$ cat src/rtl/riscv_pkg.sv
// Shared RV32I core definitions: next-PC select encodings, bubble word and
// the IF/ID pipeline payload.
package riscv_pkg;

  localparam int unsigned XLEN = 32;

  typedef enum logic [1:0] {
    PCSRC_PLUS4  = 2'b00,
    PCSRC_TARGET = 2'b01,
    PCSRC_JALR   = 2'b10,
    PCSRC_RSVD   = 2'b11
  } pcSrc_t;

  localparam logic [XLEN-1:0] NOP_INSTR = 32'h0000_0013;

  typedef struct packed {
    logic [XLEN-1:0] instr;
    logic [XLEN-1:0] pc;
    logic [XLEN-1:0] pcPlus4;
  } ifIdPayload_t;

  localparam int unsigned IFID_W = $bits(ifIdPayload_t);

endpackage

$ cat src/rtl/fetch_stage_if.sv
// Signals between the fetch stage and the execute resolver, hazard unit,
// instruction memory and decode.
interface fetch_stage_if;
  import riscv_pkg::*;

  logic [1:0]      PCSrcE;
  logic [XLEN-1:0] PCTargetE;
  logic [XLEN-1:0] ALUResultE;
  logic            StallF;
  logic            StallD;
  logic            FlushD;
  logic [XLEN-1:0] InstrF;
  logic [XLEN-1:0] PCF;
  logic [XLEN-1:0] InstrD;
  logic [XLEN-1:0] PCD;
  logic [XLEN-1:0] PCPlus4D;
  logic            MisalignF;

  modport master (
    output PCSrcE, PCTargetE, ALUResultE, StallF, StallD, FlushD, InstrF,
    input  PCF, InstrD, PCD, PCPlus4D, MisalignF
  );

  modport slave (
    input  PCSrcE, PCTargetE, ALUResultE, StallF, StallD, FlushD, InstrF,
    output PCF, InstrD, PCD, PCPlus4D, MisalignF
  );

endinterface

$ cat src/rtl/fetch_stage_if_id_reg.sv
// Generic pipeline register with clear (priority) and enable; reused for
// every inter-stage register of the core.
module if_id_reg #(
  parameter int unsigned     W       = 32,
  parameter logic [W-1:0]    RST_VAL = '0,
  parameter logic [W-1:0]    CLR_VAL = '0
) (
  input  logic         clk,
  input  logic         rst,
  input  logic         en,
  input  logic         clr,
  input  logic [W-1:0] d,
  output logic [W-1:0] q
);

  always_ff @(posedge clk or posedge rst) begin
    if (rst)      q <= RST_VAL;
    else if (clr) q <= CLR_VAL;
    else if (en)  q <= d;
  end

endmodule

$ cat src/rtl/fetch_stage.sv
// IF stage of the 5-stage RV32I core: PC register, next-PC select, sticky
// misaligned-redirect flag and the IF/ID pipeline register.
module fetch_stage #(
  parameter logic [31:0] RESET_PC  = 32'h0000_0000,
  parameter logic [31:0] NOP_INSTR = riscv_pkg::NOP_INSTR
) (
  input  logic          clk,
  input  logic          rst,
  fetch_stage_if.slave  bus
);
  import riscv_pkg::*;

  localparam ifIdPayload_t IFID_BUBBLE = '{instr: NOP_INSTR, pc: '0, pcPlus4: '0};

  logic [XLEN-1:0] pcF;
  logic [XLEN-1:0] pcPlus4F;
  logic [XLEN-1:0] pcNext;
  logic            redirect;
  logic            misalignHit;
  logic            misalignF;
  pcSrc_t          pcSrc;
  ifIdPayload_t    ifIdD;
  ifIdPayload_t    ifIdQ;

  assign pcPlus4F = pcF + XLEN'(4);

  // Next-PC select; the reserved encoding behaves like sequential fetch
  always_comb begin
    pcSrc       = pcSrc_t'(bus.PCSrcE);
    pcNext      = pcPlus4F;
    redirect    = 1'b0;
    misalignHit = 1'b0;
    case (pcSrc)
      PCSRC_TARGET: begin
        pcNext      = bus.PCTargetE;
        redirect    = 1'b1;
        misalignHit = |bus.PCTargetE[1:0];
      end
      PCSRC_JALR: begin
        pcNext      = bus.ALUResultE & ~XLEN'(1);
        redirect    = 1'b1;
        misalignHit = bus.ALUResultE[1];
      end
      default: ;
    endcase
  end

  // A taken redirect overrides a fetch stall
  always_ff @(posedge clk or posedge rst) begin
    if (rst)                          pcF <= RESET_PC;
    else if (redirect || !bus.StallF) pcF <= pcNext;
  end

  always_ff @(posedge clk or posedge rst) begin
    if (rst)                          misalignF <= 1'b0;
    else if (redirect && misalignHit) misalignF <= 1'b1;
  end

  assign ifIdD = '{instr: bus.InstrF, pc: pcF, pcPlus4: pcPlus4F};

  if_id_reg #(
    .W       (IFID_W),
    .RST_VAL (IFID_BUBBLE),
    .CLR_VAL (IFID_BUBBLE)
  ) u_if_id_reg (
    .clk (clk),
    .rst (rst),
    .en  (!bus.StallD),
    .clr (bus.FlushD),
    .d   (ifIdD),
    .q   (ifIdQ)
  );

  assign bus.PCF       = pcF;
  assign bus.InstrD    = ifIdQ.instr;
  assign bus.PCD       = ifIdQ.pc;
  assign bus.PCPlus4D  = ifIdQ.pcPlus4;
  assign bus.MisalignF = misalignF;

endmodule

$ cat src/flat_wrapper.sv
// flat-port wrapper written by rule: the top's interface ports become plain ports
module fetch_stage_flat import riscv_pkg::*;
#(
  parameter logic [31:0] RESET_PC  = 32'h0000_0000,
  parameter logic [31:0] NOP_INSTR = riscv_pkg::NOP_INSTR
)
  (clk, rst, bus_PCSrcE, bus_PCTargetE, bus_ALUResultE, bus_StallF, bus_StallD, bus_FlushD, bus_InstrF, bus_PCF, bus_InstrD, bus_PCD, bus_PCPlus4D, bus_MisalignF);
  fetch_stage_if bus_i ();
  input  logic clk;
  input  logic rst;
  input wire logic [$bits(bus_i.PCSrcE)-1:0] bus_PCSrcE;
  input wire logic [$bits(bus_i.PCTargetE)-1:0] bus_PCTargetE;
  input wire logic [$bits(bus_i.ALUResultE)-1:0] bus_ALUResultE;
  input wire logic [$bits(bus_i.StallF)-1:0] bus_StallF;
  input wire logic [$bits(bus_i.StallD)-1:0] bus_StallD;
  input wire logic [$bits(bus_i.FlushD)-1:0] bus_FlushD;
  input wire logic [$bits(bus_i.InstrF)-1:0] bus_InstrF;
  output wire logic [$bits(bus_i.PCF)-1:0] bus_PCF;
  output wire logic [$bits(bus_i.InstrD)-1:0] bus_InstrD;
  output wire logic [$bits(bus_i.PCD)-1:0] bus_PCD;
  output wire logic [$bits(bus_i.PCPlus4D)-1:0] bus_PCPlus4D;
  output wire logic [$bits(bus_i.MisalignF)-1:0] bus_MisalignF;
  assign bus_i.PCSrcE = bus_PCSrcE;
  assign bus_i.PCTargetE = bus_PCTargetE;
  assign bus_i.ALUResultE = bus_ALUResultE;
  assign bus_i.StallF = bus_StallF;
  assign bus_i.StallD = bus_StallD;
  assign bus_i.FlushD = bus_FlushD;
  assign bus_i.InstrF = bus_InstrF;
  assign bus_PCF = bus_i.PCF;
  assign bus_InstrD = bus_i.InstrD;
  assign bus_PCD = bus_i.PCD;
  assign bus_PCPlus4D = bus_i.PCPlus4D;
  assign bus_MisalignF = bus_i.MisalignF;
  fetch_stage #(.RESET_PC(RESET_PC), .NOP_INSTR(NOP_INSTR)) u_core (.clk(clk), .rst(rst), .bus(bus_i));
endmodule
$ cat config.mk
export PLATFORM = sky130hd
export DESIGN_NAME = fetch_stage_flat
export DESIGN_NICKNAME = d
export VERILOG_FILES = /design/src/rtl/riscv_pkg.sv /design/src/rtl/fetch_stage_if.sv /design/src/rtl/fetch_stage_if_id_reg.sv /design/src/rtl/fetch_stage.sv /design/src/flat_wrapper.sv
export SDC_FILE = /design/constraint.sdc
export NUM_CORES = 1
export LEC_CHECK = 0
export CORE_AREA = 2 2 131 120
export DETAILED_ROUTE_END_ITERATION = 10
export DIE_AREA = 0 0 133 122
export PLACE_DENSITY = 0.86
export SLEW_MARGIN = 10
export SYNTH_ARGS = -nofsm -noshare
export SYNTH_HDL_FRONTEND = slang
export SYNTH_HIERARCHICAL = 1
export SYNTH_SLANG_ARGS = --single-unit
export TNS_END_PERCENT = 20
$ cat constraint.sdc
create_clock -name clk -period 4.02 [get_ports clk]
set_clock_uncertainty 0.1 [all_clocks]
set_input_delay 0.804 -clock clk [delete_from_list [all_inputs] [get_ports clk]]
set_output_delay 0.804 -clock clk [all_outputs]
set_load 0.02 [all_outputs]
# [Word-level counts from Yosys, hierarchy flattened]
# Index checks and enable logic that the tools add are counted.
[totals] in_bits=103 elab_cells=17 regBits=129
[op_classes] muxes=5 addsub=1 reduce_logical=5 eq_ne=3
[ops] operator="2-to-1 mux 96 bit" count=2
[ops] operator="one-hot mux 32 bit (2 select lines)" count=1
[ops] operator="adder 32 x 3 -> 32 bit (second input constant)" count=1
[ops] operator="OR reduction 2 bit" count=2
[ops] operator="equality test 2 x 1 -> 1 bit (second input constant)" count=1
[ops] operator="equality test 2 bit (second input constant)" count=1
[ops] operator="!= test 2 x 1 -> 1 bit (second input constant)" count=1
[ops] operator="one-hot mux 1 bit (2 select lines)" count=1
[ops] operator="logical AND 1 bit" count=1
[ops] operator="zero test 1 bit" count=1
[ops] operator="logical OR 1 bit" count=1
[ops] operator="2-to-1 mux 1 bit" count=1

# [Depth between registers and ports, before layout]
[depth] depth_word=4 mapped_depth=9 ltp_nobuf=7

# [Hierarchy]
# The synthesis kept the hierarchy.
[modules_own_cells] mod="if_id_reg" cells_each=311 n_inst=1 area_per_inst_um2=3921.3
[modules_own_cells] mod="fetch_stage" cells_each=334 n_inst=1 area_per_inst_um2=2807.7

# [Least setup slack after synthesis]
# Ideal clock, no wire load.
[synth_path] kind="in2reg" start="input port bus_PCSrcE[0]" end="register u_core.pcF[20] (netlist: u_core/bus.PCF[20])" arrival_ps=2183 path_buffers=2 cell_stages=8 path_slack_ps=1607 cell_sequence="inv_1 > ha_1 > and2_1 > clkbuf_1 > buf_4 > a221o_1 > a311oi_1 > nor3_1"
[synth_via] elab_chain_cells=4
[synth_lines] item="start: declaration" line="flat_wrapper.sv:11" source="input wire logic [$bits(bus_i.PCSrcE)-1:0] bus_PCSrcE;"
[synth_lines] item="equality test 2 x 1 -> 1 bit or equality test 2 bit (tied branches)" line="fetch_stage.sv:33" source="case (pcSrc)"
[synth_lines] item="OR reduction 2 bit (no source line)"
[synth_lines] item="2-to-1 mux 1 bit" line="fetch_stage.sv:33"
[synth_lines] item="logical OR 1 bit" line="fetch_stage.sv:51" source="else if (redirect || !bus.StallF) pcF <= pcNext;"
[synth_lines] item="end signal: assignment" line="fetch_stage.sv:51"
[synth_lines] item="end: declaration" line="fetch_stage.sv:15" source="logic [XLEN-1:0] pcF;"
# Several ways; a longest one is shown, not always the timed one.
# A chain may end at the register's enable or synchronous reset.

# [Worst setup path in the final report]
[layout_path] start="input port bus_PCSrcE[0]" end="register u_core.pcF[15] (netlist: u_core/bus.PCF[15])"
# The elaborated chain is that of the path after synthesis.

==> summary.md <==
| Metric | Value |
|---|---|
| Endpoint kind of the worst setup timing path | `flop` |
| Clock network latency to the later pin of the worst-skew pair | `~420 ps` |
| Clock root buffer | `clkbuf_16` |
| Number of placement rows | `between 40 and 50` |
| Count of max-cap constraint violations | `0` |
| Die area | `approximately 16000 um2` |
| Commonest non-fill, non-tap cells in the layout | `clkdlybuf4s50_1 (229), dfrtp_1 (126), nor2_1 (114), mux2i_1 (95)` |
| Global-route usage over all layers | `between 20% and 30%` |
| Share of Yosys cell area claimed by the top area cell type | `46.9%` |
| Most common flop cell mapped by yosys | `dfrtp_1` |
| ANT nets after route | `0` |
| Data required, critical path | `4260 ps` |
| Remaining global-route overflow | `0` |
| Data arrival, critical path | `3240 ps` |
| Most common cell after layout, fill and taps aside | `clkdlybuf4s50_1` |
| Area growth from synthesis to layout | `44.3%` |
| Initial drt markers | `~370` |
| Largest buffer count on any clock path | `2` |
| Slew of the pin with the lowest slew margin | `approximately 1000 ps` |
| RSZ-0062 raised after global routing | `false` |
| H-tree level count | `4` |
| Wire length of the first global-routing pass | `around 31 mm` |
| Initial Utilization | `44.8%` |
| Via count of the routed design | `roughly 5800` |
| Headroom to the max-slew limit | `around 32%` |
| Worst-path cell chain | `clkdlybuf4s50_1 > ha_1 > nor2b_2 > buf_4 > a221oi_1 > a21oi_1 > a2bb2oi_1` |
| Total area of multi-input combinational cells | `between 3000 and 4000 um2` |
| Netlist area before placement | `just under 7000 um2` |
| Num Clock Sinks | `between 100 and 150` |
| Count of input and output buffers | `between 200 and 250` |
| Die Span X | `roughly 130 um` |
| Clock buffers created by TritonCTS | `17` |
| Top fanout value on the critical path | `17` |
| Drt first pass iters | `5` |
| Count of pins over their slew limit | `0` |
| Hold Buf Count CTS | `0` |
| Sw frac | `a little under a third` |
| Critical path launch point type | `primary input` |
| Wire length reported by the detailed router | `between 15 and 20 mm` |
| Layout Nets | `961` |
| Static power due to leakage | `0.00426 uW` |
| Number of distinct library cell variants in the gate-level netlist after synthesis | `~50` |
| Residual DRC count | `0` |
| Area used by sequential logic in the layout | `3230 um2` |
| Post-CTS setup buffer count | `0` |
| Crit path kind | `in -> reg` |
| Gpl congestion | `roughly 0.8` |
| Number of endpoints with negative hold slack in the final report | `0` |
| Number of inserted diodes | `0` |
| Final Cycle Share | `74.5%` |
| Syn avg cell area | `10.4 um2` |
| Async SR Flop Fraction | `100%` |
| Via count of the first global-routing pass | `a little under 6000` |
| Biggest area contributors in the synthesized netlist | `dfrtp_1 (47%), mux2i_1 (14%), nor2_1 (6.4%), xnor2_1 (3.1%), a221o_1 (2.2%)` |
| Status | `finished, final reports clean` |
| Clock tree from TritonCTS | `done` |
| Hold Slack | `~380 ps` |
| Switching power | `1340 uW` |
| I/O pin total | `232` |
| Share of final-layout standard cells stronger than drive strength 1 | `between 7 and 8%` |
| Power share of the clock group | `36.8%` |
| Worst hold path class | `reg -> reg` |
| Slowest stage cell on the critical path | `nor2b_2` |
| Post-layout utilization of the core | `between 60% and 70%` |
| WL/cell | `approximately 19 um` |
| Die outline height | `between 100 and 150 um` |
| Number of warning messages in the yosys log | `6` |
| Clk pin slew, worst setup/hold paths | `60 ps` |
| Number of storage elements in the synthesis netlist | `between 100 and 150` |
| Total internal power | `3040 uW` |
| Sequential-to-total area share from yosys stat | `between 40% and 50%` |
| Floorplan core area | `between 15000 and 20000 um2` |
| Yosys top cell by area | `dfrtp_1` |
| Number of antenna violations at the first check in global routing | `0` |
| Total setup violations reported at the end of the flow | `0` |
| Largest stage delay on the critical path | `around 700 ps` |
| Fmax | `roughly 0.33 GHz` |
| HPWL after detailed placement | `about 14 mm` |
| Number of synthesized flops with an enable pin | `0` |
| Shortest clock period the worst path allows after layout | `3000 ps` |
| Pwr/cell area | `approximately 450 nW/um2` |
| Part of the power in combinational logic | `between 20% and 30%` |
| Pin count of the biggest net entering global routing | `97` |
| Total nets after synthesis | `751` |
| PostCTS Resize Cnt | `0` |
| Maximum resistive drop on vdd | `0.361 mV` |
| Total Neg Setup Slack | `0 ps` |
| Sequential cell fraction of total power | `between 30% and 40%` |
| # fillers | `around 1200` |
| Cell count after synthesis | `roughly 650` |
| Via-to-Cell Ratio | `roughly 5.5` |
## synth_stat cells, types with 12 or more instances
| library cell | n |
|---|---|
| inv_1 | 26 |
| mux2i_1 | 95 |
| clkbuf_1 | 24 |
| nand3_1 | 14 |
| xnor2_1 | 24 |
| nor4_1 | 12 |
| dfrtp_1 | 126 |
| buf_2 | 12 |
| nor3_1 | 14 |
| a221o_1 | 15 |
| nor2_1 | 114 |
| a21oi_1 | 15 |
## through the flow
step	instances	total power (uW)	worst slack [ps]	area [um2]
after CTS	1070	4410	1060	9710
after floorplan	645	2250	616	6730
final	1070	4380	1020	9710
after global placement	1038	2760	708	9090
after global routing	1070	4570	908	9710
after detailed placement	1038	2780	622	9090
## power by group through the flow
stage	clock network (uW)	logic (uW)	registers (uW)
after floorplan	0	487	1770
after detailed placement	0	1120	1670
after global placement	0	1100	1660
after CTS	1640	1120	1650
final	1610	1120	1650
after global routing	1700	1200	1680
## critical path, delay by kind of cell
family / cells / cell delay, ps
buffers and inverters: 2 / 810
and+or+nand+nor: 1 / 720
AOI/OAI and AO/OA: 3 / 470
adders and majority gates: 1 / 440
## cells by family after synthesis
kind of cell	Yosys count	synth area share, %
XOR/XNOR	30	3.90
buffers and inverters	78	6.32
AO/OA/AOI/OAI	99	11.0
multiplexers	95	14.1
flip-flops	129	48.0
AND/OR/NAND/NOR	211	16.0
adder cells (fa/ha/maj)	3	0.558
## sequential cells by signal, indices dropped and copies added (netlist names)
name / flops
u_core/bus.MisalignF: 1
u_core/bus.PCF: 32
u_core/u_if_id_reg/q: 96
## layout make-up
cell class              instances  share of cell area, %
flip-flops and latches        129                   33.3
multi-input cells             438                   31.7
repair buffers                243                   25.0
clock buffers                  24                   5.07
well taps                     202                   2.60
clock inverters                 8                   1.31
inverters                      26                   1.08
## path summary, 6_finish.rpt
check	slack (ps)	cells past startpoint	from	end
max in group asynchronous	2350	3	rst	u_core/u_if_id_reg/q[46]
worst max-delay path	1020	7	bus_PCSrcE[0]	u_core/bus.PCF[15]
worst min register to register	380	1	u_core/bus.MisalignF	u_core/bus.MisalignF
worst max register to register	1580	8	u_core/bus.PCF[2]	u_core/u_if_id_reg/q[30]
worst min-delay path	380	1	u_core/bus.MisalignF	u_core/bus.MisalignF
min in group asynchronous	760	2	rst	u_core/u_if_id_reg/q[24]
## layer usage
metal | global-route usage (%) | wire, um | vias to the layer above
met3 | 7.57 | 1550 | 38
met1 | 32.1 | 8670 | 2824
met5 | 0 | 0 | -
met4 | 11.6 | 509 | 0
met2 | 39.5 | 9190 | 242
li1 | - | - | 2734
No activity file was read; power rests on OpenSTA's default activity.
